## src/rtl/rv_pkg.sv

```systemverilog
// Shared RV32I pipeline constants: datapath width, ResultSrc encodings and load funct3 codes.
package rv_pkg;

    localparam int XLEN = 32;

    localparam logic [1:0] RES_ALU = 2'b00;
    localparam logic [1:0] RES_MEM = 2'b01;
    localparam logic [1:0] RES_PC4 = 2'b10;
    localparam logic [1:0] RES_RSV = 2'b11;

    localparam logic [2:0] F3_LB  = 3'b000;
    localparam logic [2:0] F3_LH  = 3'b001;
    localparam logic [2:0] F3_LW  = 3'b010;
    localparam logic [2:0] F3_LBU = 3'b100;
    localparam logic [2:0] F3_LHU = 3'b101;

endpackage

```

## src/rtl/load_extend.sv

```systemverilog
// Combinational load lane extraction and sign/zero extension, plus misalignment detect.
// Misaligned accesses still return the aligned-lane data; only the flag reports them.
module load_extend
    import rv_pkg::*;
#(
    parameter int XLEN = rv_pkg::XLEN
) (
    input  logic [XLEN-1:0] raw_i,
    input  logic [2:0]      funct3_i,
    input  logic [1:0]      offset_i,
    output logic [XLEN-1:0] data_o,
    output logic            misaligned_o
);

    logic [7:0]  byte_s;
    logic [15:0] half_s;

    // Select the addressed byte and halfword lanes from the raw word
    always_comb begin
        byte_s = 8'h00;
        case (offset_i)
            2'd0:    byte_s = raw_i[7:0];
            2'd1:    byte_s = raw_i[15:8];
            2'd2:    byte_s = raw_i[23:16];
            2'd3:    byte_s = raw_i[31:24];
            default: byte_s = 8'h00;
        endcase
        if (offset_i[1]) begin
            half_s = raw_i[31:16];
        end else begin
            half_s = raw_i[15:0];
        end
    end

    // Extend the selected lane; unknown funct3 codes behave as lw
    always_comb begin
        data_o       = raw_i;
        misaligned_o = 1'b0;
        case (funct3_i)
            F3_LB:  data_o = {{(XLEN-8){byte_s[7]}}, byte_s};
            F3_LBU: data_o = {{(XLEN-8){1'b0}}, byte_s};
            F3_LH: begin
                data_o       = {{(XLEN-16){half_s[15]}}, half_s};
                misaligned_o = offset_i[0];
            end
            F3_LHU: begin
                data_o       = {{(XLEN-16){1'b0}}, half_s};
                misaligned_o = offset_i[0];
            end
            F3_LW: begin
                data_o       = raw_i;
                misaligned_o = (offset_i != 2'd0);
            end
            default: begin
                data_o       = raw_i;
                misaligned_o = 1'b0;
            end
        endcase
    end

endmodule

```

## src/rtl/writeback_stage.sv

```systemverilog
// MEM/WB pipeline register with result selection, x0 write suppression,
// retired-instruction counter and sticky misaligned-load flag.
module writeback_stage
    import rv_pkg::*;
#(
    parameter int XLEN  = rv_pkg::XLEN,
    parameter int CNT_W = 32
) (
    input  logic             clk,
    input  logic             rst_n,
    input  logic             stall,
    input  logic             flush,
    input  logic             m_valid,
    input  logic             m_RegWrite,
    input  logic [1:0]       m_ResultSrc,
    input  logic [2:0]       m_Funct3,
    input  logic [4:0]       m_Rd,
    input  logic [XLEN-1:0]  m_ALUResult,
    input  logic [XLEN-1:0]  m_ReadData,
    input  logic [XLEN-1:0]  m_PCPlus4,
    output logic [XLEN-1:0]  WB,
    output logic [4:0]       Rd_W,
    output logic             RegWrite_W,
    output logic             valid_W,
    output logic [CNT_W-1:0] retire_count,
    output logic             load_misaligned
);

    logic [XLEN-1:0]  load_data_s;
    logic             load_mis_s;
    logic [XLEN-1:0]  result_s;
    logic             regwrite_s;

    logic [XLEN-1:0]  wb_q,  wb_d;
    logic [4:0]       rd_q,  rd_d;
    logic             rw_q,  rw_d;
    logic             vld_q, vld_d;
    logic [CNT_W-1:0] cnt_q, cnt_d;
    logic             mis_q, mis_d;

    load_extend #(.XLEN(XLEN)) u_load_extend (
        .raw_i        (m_ReadData),
        .funct3_i     (m_Funct3),
        .offset_i     (m_ALUResult[1:0]),
        .data_o       (load_data_s),
        .misaligned_o (load_mis_s)
    );

    // Result mux ahead of the register so WB leaves the stage registered
    always_comb begin
        result_s = {XLEN{1'b0}};
        case (m_ResultSrc)
            RES_ALU: result_s = m_ALUResult;
            RES_MEM: result_s = load_data_s;
            RES_PC4: result_s = m_PCPlus4;
            default: result_s = {XLEN{1'b0}};
        endcase
        regwrite_s = m_valid & m_RegWrite & (m_Rd != 5'd0) & (m_ResultSrc != RES_RSV);
    end

    // Next-state with flush > stall > capture priority
    always_comb begin
        wb_d  = wb_q;
        rd_d  = rd_q;
        rw_d  = rw_q;
        vld_d = vld_q;
        cnt_d = cnt_q;
        mis_d = mis_q;
        if (flush) begin
            vld_d = 1'b0;
            rw_d  = 1'b0;
        end else if (stall) begin
            vld_d = vld_q;
        end else begin
            wb_d  = result_s;
            rd_d  = m_Rd;
            rw_d  = regwrite_s;
            vld_d = m_valid;
            if (m_valid) begin
                cnt_d = cnt_q + {{(CNT_W-1){1'b0}}, 1'b1};
            end else begin
                cnt_d = cnt_q;
            end
            mis_d = mis_q | (m_valid & (m_ResultSrc == RES_MEM) & load_mis_s);
        end
    end

    // MEM/WB state registers
    always_ff @(posedge clk or negedge rst_n) begin
        if (!rst_n) begin
            wb_q  <= {XLEN{1'b0}};
            rd_q  <= 5'd0;
            rw_q  <= 1'b0;
            vld_q <= 1'b0;
            cnt_q <= {CNT_W{1'b0}};
            mis_q <= 1'b0;
        end else begin
            wb_q  <= wb_d;
            rd_q  <= rd_d;
            rw_q  <= rw_d;
            vld_q <= vld_d;
            cnt_q <= cnt_d;
            mis_q <= mis_d;
        end
    end

    assign WB              = wb_q;
    assign Rd_W            = rd_q;
    assign RegWrite_W      = rw_q;
    assign valid_W         = vld_q;
    assign retire_count    = cnt_q;
    assign load_misaligned = mis_q;

endmodule

```

## config.mk

```make
export PLATFORM = sky130hd
export DESIGN_NAME = writeback_stage
export DESIGN_NICKNAME = d
export VERILOG_FILES = /design/src/rtl/rv_pkg.sv /design/src/rtl/load_extend.sv /design/src/rtl/writeback_stage.sv
export SDC_FILE = /design/constraint.sdc
export NUM_CORES = 1
export LEC_CHECK = 0
export CORE_ASPECT_RATIO = 1.25
export CORE_MARGIN = 2
export CORE_UTILIZATION = 31
export DETAILED_ROUTE_END_ITERATION = 8
export SLEW_MARGIN = 30
export SYNTH_ARGS = -nofsm -noshare
export SYNTH_HDL_FRONTEND = slang
export SYNTH_SLANG_ARGS = --single-unit
```

## constraint.sdc

```tcl
create_clock -name clk -period 2 [get_ports clk]
set_input_delay 0.2 -clock clk [delete_from_list [all_inputs] [get_ports clk]]
set_output_delay 0.2 -clock clk [all_outputs]
set_load 0.02 [all_outputs]
```

Word level (Yosys, flattened, before mapping)
Cells that the tools add are included.
{"block": "word_totals", "ff_bits": 72, "latch_bits": 0, "mem_bits_rw": 0, "rom_bits": 0, "wordCells": 43, "mem_count": 0}
{"block": "op_classes", "n_addsub": 1, "mul": 0, "n_div": 0, "magnitude_cmp": 0, "n_eq_ne": 11, "shift": 0, "muxes": 9, "bitwise": 8, "n_reduce_logical": 8}
{"cell": "one-hot mux 32 bit (4 select lines)", "n": 1}
{"cell": "one-hot mux 32 bit (3 select lines)", "n": 1}
{"cell": "adder 32 x 1 -> 32 bit, second input constant", "n": 1}
{"cell": "one-hot mux 8 bit (4 select lines)", "n": 1}
{"cell": "2-to-1 mux 16 bit", "n": 1}
{"cell": "equality test 2 bit, second input constant", "n": 3}
{"cell": "equality test 3 bit, second input constant", "n": 2}
{"cell": "bitwise AND 1 bit", "n": 5}
{"cell": "nonzero test 5 bit", "n": 1}
{"cell": "equality test 2 x 1 -> 1 bit, second input constant", "n": 2}
{"cell": "logical NOT 2 bit", "n": 2}
{"cell": "2-to-1 mux 1 bit", "n": 4}
{"cell": "equality test 3 x 1 -> 1 bit, second input constant", "n": 1}
{"cell": "equality test 3 x 2 -> 1 bit, second input constant", "n": 1}
{"cell": "logical NOT 3 bit", "n": 1}
{"cell": "AND reduction 3 bit", "n": 1}
{"cell": "inequality test 2 x 1 -> 1 bit, second input constant", "n": 1}
{"cell": "inequality test 2 bit, second input constant", "n": 1}
{"cell": "inverter 1 bit", "n": 2}
{"cell": "one-hot mux 1 bit (2 select lines)", "n": 1}
{"cell": "AND reduction 2 bit", "n": 1}
{"cell": "nonzero test 2 bit", "n": 1}
{"cell": "OR reduction 2 bit", "n": 1}
{"cell": "OR 1 bit", "n": 1}

Logic depth before layout (Yosys ltp)
Gate-level depths: netlist (run 1).
{"block": "depth", "depth_word": 5, "depth_mapped": 6}

Cells and area by module
Synthesis (run 1) repeated with hierarchy kept, for this count alone.
{"block": "unflattened", "cells_unflattened": 511, "area_unflattened_um2": 4524.3}
{"module": "writeback_stage", "n_inst": 1, "cells_each": 376, "area_each_um2": 3616.0, "seq_area_each_um2": 1801.7}
{"module": "load_extend", "n_inst": 1, "cells_each": 135, "area_each_um2": 908.4, "seq_area_each_um2": 0.0}

Worst setup path after synthesis (run 1)
No wires, ideal clock.
{"block": "synth_path", "kind": "register to register", "from": "reg cnt_q[0], in the netlist retire_count[0]", "to": "reg cnt_q[26], in the netlist retire_count[26]", "setup_ns": 0.130, "t_arrival_ns": 1.577, "required_ns": 1.870, "slack_ns": 0.293, "path_stages_with_launch": 7, "n_path_buf": 1, "synth_period_minus_slack_ns": 1.707, "path_cell_list": "dfrtp_1 ha_1 and4bb_2 and4_1 buf_2 nand4_1 xnor2_1"}
{"block": "synth_via", "elab_chain_len": 1}
{"item": "start: declaration", "line": "writeback_stage.sv:38", "rtl": "logic [CNT_W-1:0] cnt_q, cnt_d;"}
{"item": "start signal: assignment", "line": "writeback_stage.sv:95", "rtl": "cnt_q <= {CNT_W{1'b0}};"}
{"item": "start signal: assignment", "line": "writeback_stage.sv:102", "rtl": "cnt_q <= cnt_d;"}
{"item": "adder 32 x 1 -> 32 bit", "line": "writeback_stage.sv:80", "rtl": "cnt_d = cnt_q + {{(CNT_W-1){1'b0}}, 1'b1};"}
No other way between the ends.
A chain may end at the register's enable or synchronous reset.

Worst setup path in the final report (run 1)
{"block": "layout_path", "from": "in m_ALUResult[1]", "to": "reg wb_q[31], in the netlist WB[31]"}
{"block": "layout_via", "elab_chain_len": 4, "elab_cells_between_ends": 8, "classes_between": "eq/ne: 3; mux: 4; reduce/logical: 1"}
{"item": "start: declaration", "line": "writeback_stage.sv:18", "rtl": "input logic [XLEN-1:0] m_ALUResult,"}
{"item": "equality test 2 bit (tied with other cells)", "line": "load_extend.sv:21", "rtl": "case (offset_i)"}
{"item": "one-hot mux 8 bit (4 select lines)", "line": "load_extend.sv:21"}
{"item": "one-hot mux 32 bit (4 select lines) *", "line": "load_extend.sv:39", "rtl": "case (funct3_i)"}
{"item": "one-hot mux 32 bit (3 select lines) *", "line": "writeback_stage.sv:52", "rtl": "case (m_ResultSrc)"}
{"item": "end signal: assignment", "line": "writeback_stage.sv:91", "rtl": "wb_q <= {XLEN{1'b0}};"}
{"item": "end signal: assignment", "line": "writeback_stage.sv:98", "rtl": "wb_q <= wb_d;"}
{"item": "end: declaration", "line": "writeback_stage.sv:34", "rtl": "logic [XLEN-1:0] wb_q, wb_d;"}
Mark *: on every way between the ends. The rest lies on a longest branch, timed or not.

==> flow_metrics.tcl, run 1 <==
set metrics [dict create \
    status "completed" \
    skew_ps 5.20 \
    p_int_w 0.00328 \
    clock_path_buffers 2 \
    crit_chain "clkdlybuf4s50_1, mux4_2, a221o_1, nand2_4, o221ai_1" \
    first_pass_iters 4 \
    vias_per_cell 5.10 \
    sw_frac_of_total_pct 29.1 \
    rsz0062_at_grt "no" \
    worstSetupStartpointType "primary input" \
    yosys_warnings 0 \
    maxCapViolCount 0 \
    wl_um 14000 \
    synth.area.top_cells "dfrtp_1, mux2i_1, nand2_1, o221ai_1, a21oi_1" \
    synth_area_um2 4130 \
    synth_top_area_share_pct 43.6 \
    synthToLayoutAreaGrowth_pct 60.1 \
    critical-path-top-delay-family "multiplexers" \
    rr_endpoint "retire_count[27]$_DFFE_PN0P_" \
    clkTransAtPathRegs_ps 60 \
    synth_commonest_cells "dfrtp_1, nand2_1, a21oi_1" \
    finalSetupViolations 0 \
    tritoncts "yes" \
    grt-ovfl-total 0 \
    netSwitchingPower_w 0.00135 \
    cts-root-buf "clkbuf_16" \
    slew_headroom_pct 54.8 \
    die_height_um 133 \
    start_util_pct 31.5 \
    drc 0 \
    ff2ff_path_depth 4 \
    crit_end "WB[31]$_DFFE_PN0P_" \
    worstHoldPathType "primary input to flip-flop" \
    synth-async-reset-ratio_pct 100 \
    gp_congestion 0.875 \
    cts_buffers 9 \
    portBuffers 183 \
    clock_latency_ps 340 \
    finalPower_w 0.00463 \
    crit_fanout 17 \
    cts_resized 0 \
    cts-htree-levels 3 \
    slowest_stage "mux4_2" \
    grt_pass1_vias 4279 \
    r2r-start "retire_count[11]$_DFFE_PN0P_" \
    p_per_area_nw_per_um2 700 \
    wl_per_cell_um 17.7 \
    syn_inst 415 \
    final_core_util_pct 50.4 \
    design.core.area_um2 13100 \
    ys_seq_area_share_pct 43.6 \
    nNetsFinal 726 \
    drtIter0Drc 172 \
    end_kind "flip-flop" \
    report.final.hold_viol_count 0 \
    die_x_um 107 \
    cts_sinks 72 \
    p_leak_nw 2.84 \
    synth_most_common_cell "dfrtp_1" \
    worstPathArrival_ps 2010 \
    synth.avg_cell_area_um2 9.95 \
    power_frac_clock_pct 34.3 \
    cp.depth 5 \
    postRouteAntennaNets 0 \
    tns_ps 0 \
    grt_max_degree 73 \
    layout-drive-gt1-share_pct 11.9 \
    worst_slew_pin_slew_ps 678 \
    synth_flop_cell "dfrtp_1" \
    io_pins 184 \
    dieArea_um2 14300 \
    dp_hpwl_um 10900 \
    antenna_found_initial 1 \
    slew_violations 0 \
    min_period_ps 1820 \
    grt_pass1_wl_um 22500 \
    r2r_slack_ps 380 \
    slowest_delay_ps 530 \
    synth.largest_area_cell "dfrtp_1" \
    ys_ff_latch 72 \
    track_usage_pct 20.3 \
    synth_enable_flop_cells 0 \
    row_count 47 \
    comb_power_share_pct 27.8 \
    ir_drop_mv 0.368 \
    clock.fmax_mhz 550 \
    criticalPathCategory "primary input to flip-flop" \
    vias 4022 \
    fin_crit_sh_pct 90.9 \
    startpoint "m_ALUResult[1]" \
    required_ps 2200 \
    syn-num-nets 528 \
    power.share.sequential_pct 37.9 \
    critPathBufInv 1 \
    synth_cell_types 45 \
]
-- worst register-to-register path, stage by stage, from the launching register on --
cell and delay, ps:
dfrtp_1 460, nand4_1 160, or2_1 380, nor4_1 370, xor2_1 170
-- flip-flops by register name, summed over array words and instances, names as in the netlist --
signal	flops
WB	32
retire_count	32
Rd_W	5
RegWrite_W	1
load_misaligned	1
valid_W	1
-- repair_timing --
item / CTS / global route
buffers inserted: 0 / 0
endpoints found under the hold margin: 0 / 72
hold buffers: 0 / 1
-- layer usage --
metal | track usage (%) | share of wire, % | wire length, µm | vias to the layer above
li1 | - | - | - | 1931
met1 | 24.6 | 41 | 5740 | 1917
met2 | 33.9 | 49 | 6880 | 145
met3 | 5.27 | 6.4 | 901 | 29
met4 | 8.59 | 3.3 | 464 | 0
met5 | 0 | 0 | 0 | -
-- power by group through the flow --
| stage | Combinational [W] | Clock [W] | Sequential [W] |
|---|---|---|---|
| finish | 0.00129 | 0.00159 | 0.00175 |
| global route | 0.00139 | 0.00170 | 0.00177 |
| CTS | 0.00130 | 0.00162 | 0.00176 |
| detailed placement | 0.00130 | 0 | 0.00177 |
| global placement | 0.00128 | 0 | 0.00178 |
| floorplan | 0.000361 | 0 | 0.00194 |
-- layout by cell type (no fill, tap or decap), drive strengths merged, types with 2 or more instances in the layout --
| cell type | n |
|---|---|
| xnor2 | 16 |
| nand4 | 11 |
| nand3 | 9 |
| and3b | 7 |
| or3 | 8 |
| nand2 | 59 |
| clkinv | 2 |
| nand2b | 3 |
| dfrtp | 72 |
| mux2i | 32 |
| xor2 | 15 |
| nor3 | 6 |
| and3 | 7 |
| clkdlybuf4s50 | 181 |
| a211o | 6 |
| mux2 | 9 |
| or2 | 2 |
| nor2 | 17 |
| and4bb | 2 |
| and4 | 4 |
| nor4 | 5 |
| buf | 32 |
| o21ai | 16 |
| o221ai | 30 |
| clkbuf | 11 |
| a21oi | 33 |
| inv | 5 |
-- area by class of cell --
cell class / instances / area, µm²
Fill cell: 1209 / 6500
Clock inverter: 3 / 43.8
Multi-Input combinational cell: 311 / 2180
Clock buffer: 11 / 243
Tap cell: 171 / 214
Timing Repair Buffer: 214 / 2100
Inverter: 5 / 18.8
Antenna cell: 1 / 2.50
Sequential cell: 72 / 1800
-- cell families after synthesis --
group / synth area share [%]
AND/OR/NAND/NOR: 18.1
AO/OA/AOI/OAI: 17.1
flip-flops: 43.6
multiplexers: 10.8
buffers and inverters: 3.51
XOR/XNOR: 6.58
adder cells (fa/ha/maj): 0.303
-- stage by stage --
stage	std cells	setup slack, ps	area (µm²)	hold WS, ps
2_1_floorplan	415	293	4130	-95.6
3_3_place_gp	772	-138	6300	390
3_5_place_dp	772	-194	6300	404
4_1_cts	786	174	6590	39.8
5_1_grt	788	110	6610	451
6_report	788	182	6610	425
-- worst min-delay path by stage --
stage               startpoint                            to  slack, ps  cells past startpoint
CTS                      rst_n  retire_count[20]$_DFFE_PN0P_         40                      1
global route           m_Rd[2]           Rd_W[2]$_DFFE_PN0P_        450                      3
detailed placement       rst_n  retire_count[20]$_DFFE_PN0P_        400                      1
floorplan                rst_n           Rd_W[0]$_DFFE_PN0P_       -100                      0
finish                 m_Rd[0]           Rd_W[0]$_DFFE_PN0P_        430                      3
global placement         rst_n  retire_count[22]$_DFFE_PN0P_        390                      1
Note: power is estimated with default switching activity, not from simulation.
==> run 2: changes to the inputs <==
Settings changed: HOLD_SLACK_MARGIN from default to 0.06.
==> run 2 against run 1 <==
  * Clock-buffer cell count did not move
  * Clock power barely moved
  * Routed wire length is 0.19% higher
  * Maximum frequency barely moved
  * Highest routed layer unchanged
==> flow_metrics.tcl, run 2 (same netlist as run 1, synthesis figures left out) <==
set metrics [dict create \
    start_util_pct 31.5 \
    finalWorstSetupSlack_ps 183 \
    cts-htree-levels 3 \
    final_cell_area_um2 6610 \
    grt_max_degree 73 \
    cts_hold_buf 1 \
    worst_slew_pin_slew_ps 679 \
    worstPathArrival_ps 2010 \
    finalSetupViolations 0 \
    min_period_ps 1820 \
    grt-ovfl-total 0 \
    row_count 47 \
    postRouteAntennaNets 0 \
    drc 0 \
    p_per_area_nw_per_um2 700 \
    tns_ps 0 \
    worstHoldPathType "primary input to flip-flop" \
    status "completed" \
    first_pass_iters 4 \
    vias 4014 \
    maxCapViolCount 0 \
    clock_path_buffers 2 \
    io_pins 184 \
    report.final.hold_viol_count 0 \
    ir_drop_mv 0.368 \
    end_kind "flip-flop" \
    portBuffers 183 \
    cts_resized 0 \
    slew_violations 0 \
    p_leak_nw 2.84 \
    dp_slack_ps -194 \
    design.core.area_um2 13100 \
    layout-drive-gt1-share_pct 11.9 \
    cts_buffers 9 \
    rsz0062_at_grt "no" \
    synthToLayoutAreaGrowth_pct 60.1 \
    die_x_um 107 \
    fin_crit_sh_pct 90.9 \
    gp_congestion 0.875 \
    crit_fanout 17 \
    worstSetupStartpointType "primary input" \
    final_cell_count_no_fill 788 \
    skew_ps 5.28 \
    cts_sinks 72 \
    die_height_um 133 \
    drtIter0Drc 173 \
    postPlaceCellArea_um2 6300 \
    antenna_found_initial 1 \
    post_cts_buffers 0 \
    nNetsFinal 726 \
    clock_latency_ps 340 \
    required_ps 2200 \
    grt_pass1_vias 4280 \
    n_fill_cell 1211 \
    wl_per_cell_um 17.8 \
    track_usage_pct 20.3 \
    criticalPathCategory "primary input to flip-flop" \
    tritoncts "yes" \
    clkTransAtPathRegs_ps 60 \
    placed_cells 772 \
    cts-root-buf "clkbuf_16" \
    clock.fmax_mhz 550 \
    dieArea_um2 14300 \
    final_common_cell "clkdlybuf4s50_1" \
    slew_headroom_pct 54.7 \
    vias_per_cell 5.09 \
    dp_hpwl_um 10900 \
    grt_pass1_wl_um 22500 \
    mostFrequentLayoutCells "clkdlybuf4s50_1, dfrtp_1, nand2_1" \
    wl_um 14000 \
]
==> run 2: cell counts in the layout (fill, tap and decap cells not counted) <==
Identical to the previous run, type by type.
==> run 2: layout make-up <==
type	count	area, µm²	area share [%]
Timing Repair Buffer	214	2100	31.8
Clock inverter	3	43.8	0.663
Inverter	5	18.8	0.284
Tap cell	171	214	3.24
Sequential cell	72	1800	27.3
Clock buffer	11	243	3.67
Antenna cell	1	2.50	0.0379
Multi-Input combinational cell	311	2180	33.1
==> run 2: path summary, 6_finish.rpt <==
path	start	endpoint	slack, ps	cells past startpoint
max in group asynchronous	rst_n	WB[26]$_DFFE_PN0P_	1080	2
min in group asynchronous	rst_n	retire_count[20]$_DFFE_PN0P_	440	2
max	m_ALUResult[1]	WB[31]$_DFFE_PN0P_	180	5
min reg2reg	Rd_W[1]$_DFFE_PN0P_	Rd_W[1]$_DFFE_PN0P_	470	2
max reg2reg	retire_count[11]$_DFFE_PN0P_	retire_count[27]$_DFFE_PN0P_	380	4
min	m_Rd[0]	Rd_W[0]$_DFFE_PN0P_	430	3
==> run 2: power breakdown <==
group / internal [W] / leakage, nW / switching, W
sequential: 0.00161 / 0.945 / 0.000139
clock: 0.000986 / 0.141 / 0.000602
combinational: 0.000683 / 1.76 / 0.000604
==> run 2: worst max-delay path: stages <==
cell,delay (ps)
clkdlybuf4s50_1,520
mux4_2,530
a221o_1,370
nand2_4,240
o221ai_1,160
==> run 2: per-stage QoR <==
step | power (W) | utilization (%) | hold slack (ps)
floorplan | 0.00230 | - | -95.6
global placement | 0.00306 | 48.1 | 390
detailed placement | 0.00307 | 48.1 | 404
finish | 0.00463 | 50.4 | 425
global route | 0.00486 | 50.4 | 451
CTS | 0.00468 | 50.3 | 420
==> run 2: layer usage <==
| layer | share of wire, % | global-route usage [%] | routed length [µm] | up-vias |
|---|---|---|---|---|
| li1 | - | - | - | 1932 |
| met1 | 41 | 24.6 | 5740 | 1906 |
| met2 | 49 | 33.9 | 6890 | 147 |
| met3 | 6.5 | 5.27 | 909 | 29 |
| met4 | 3.3 | 8.59 | 464 | 0 |
| met5 | 0 | 0 | 0 | - |
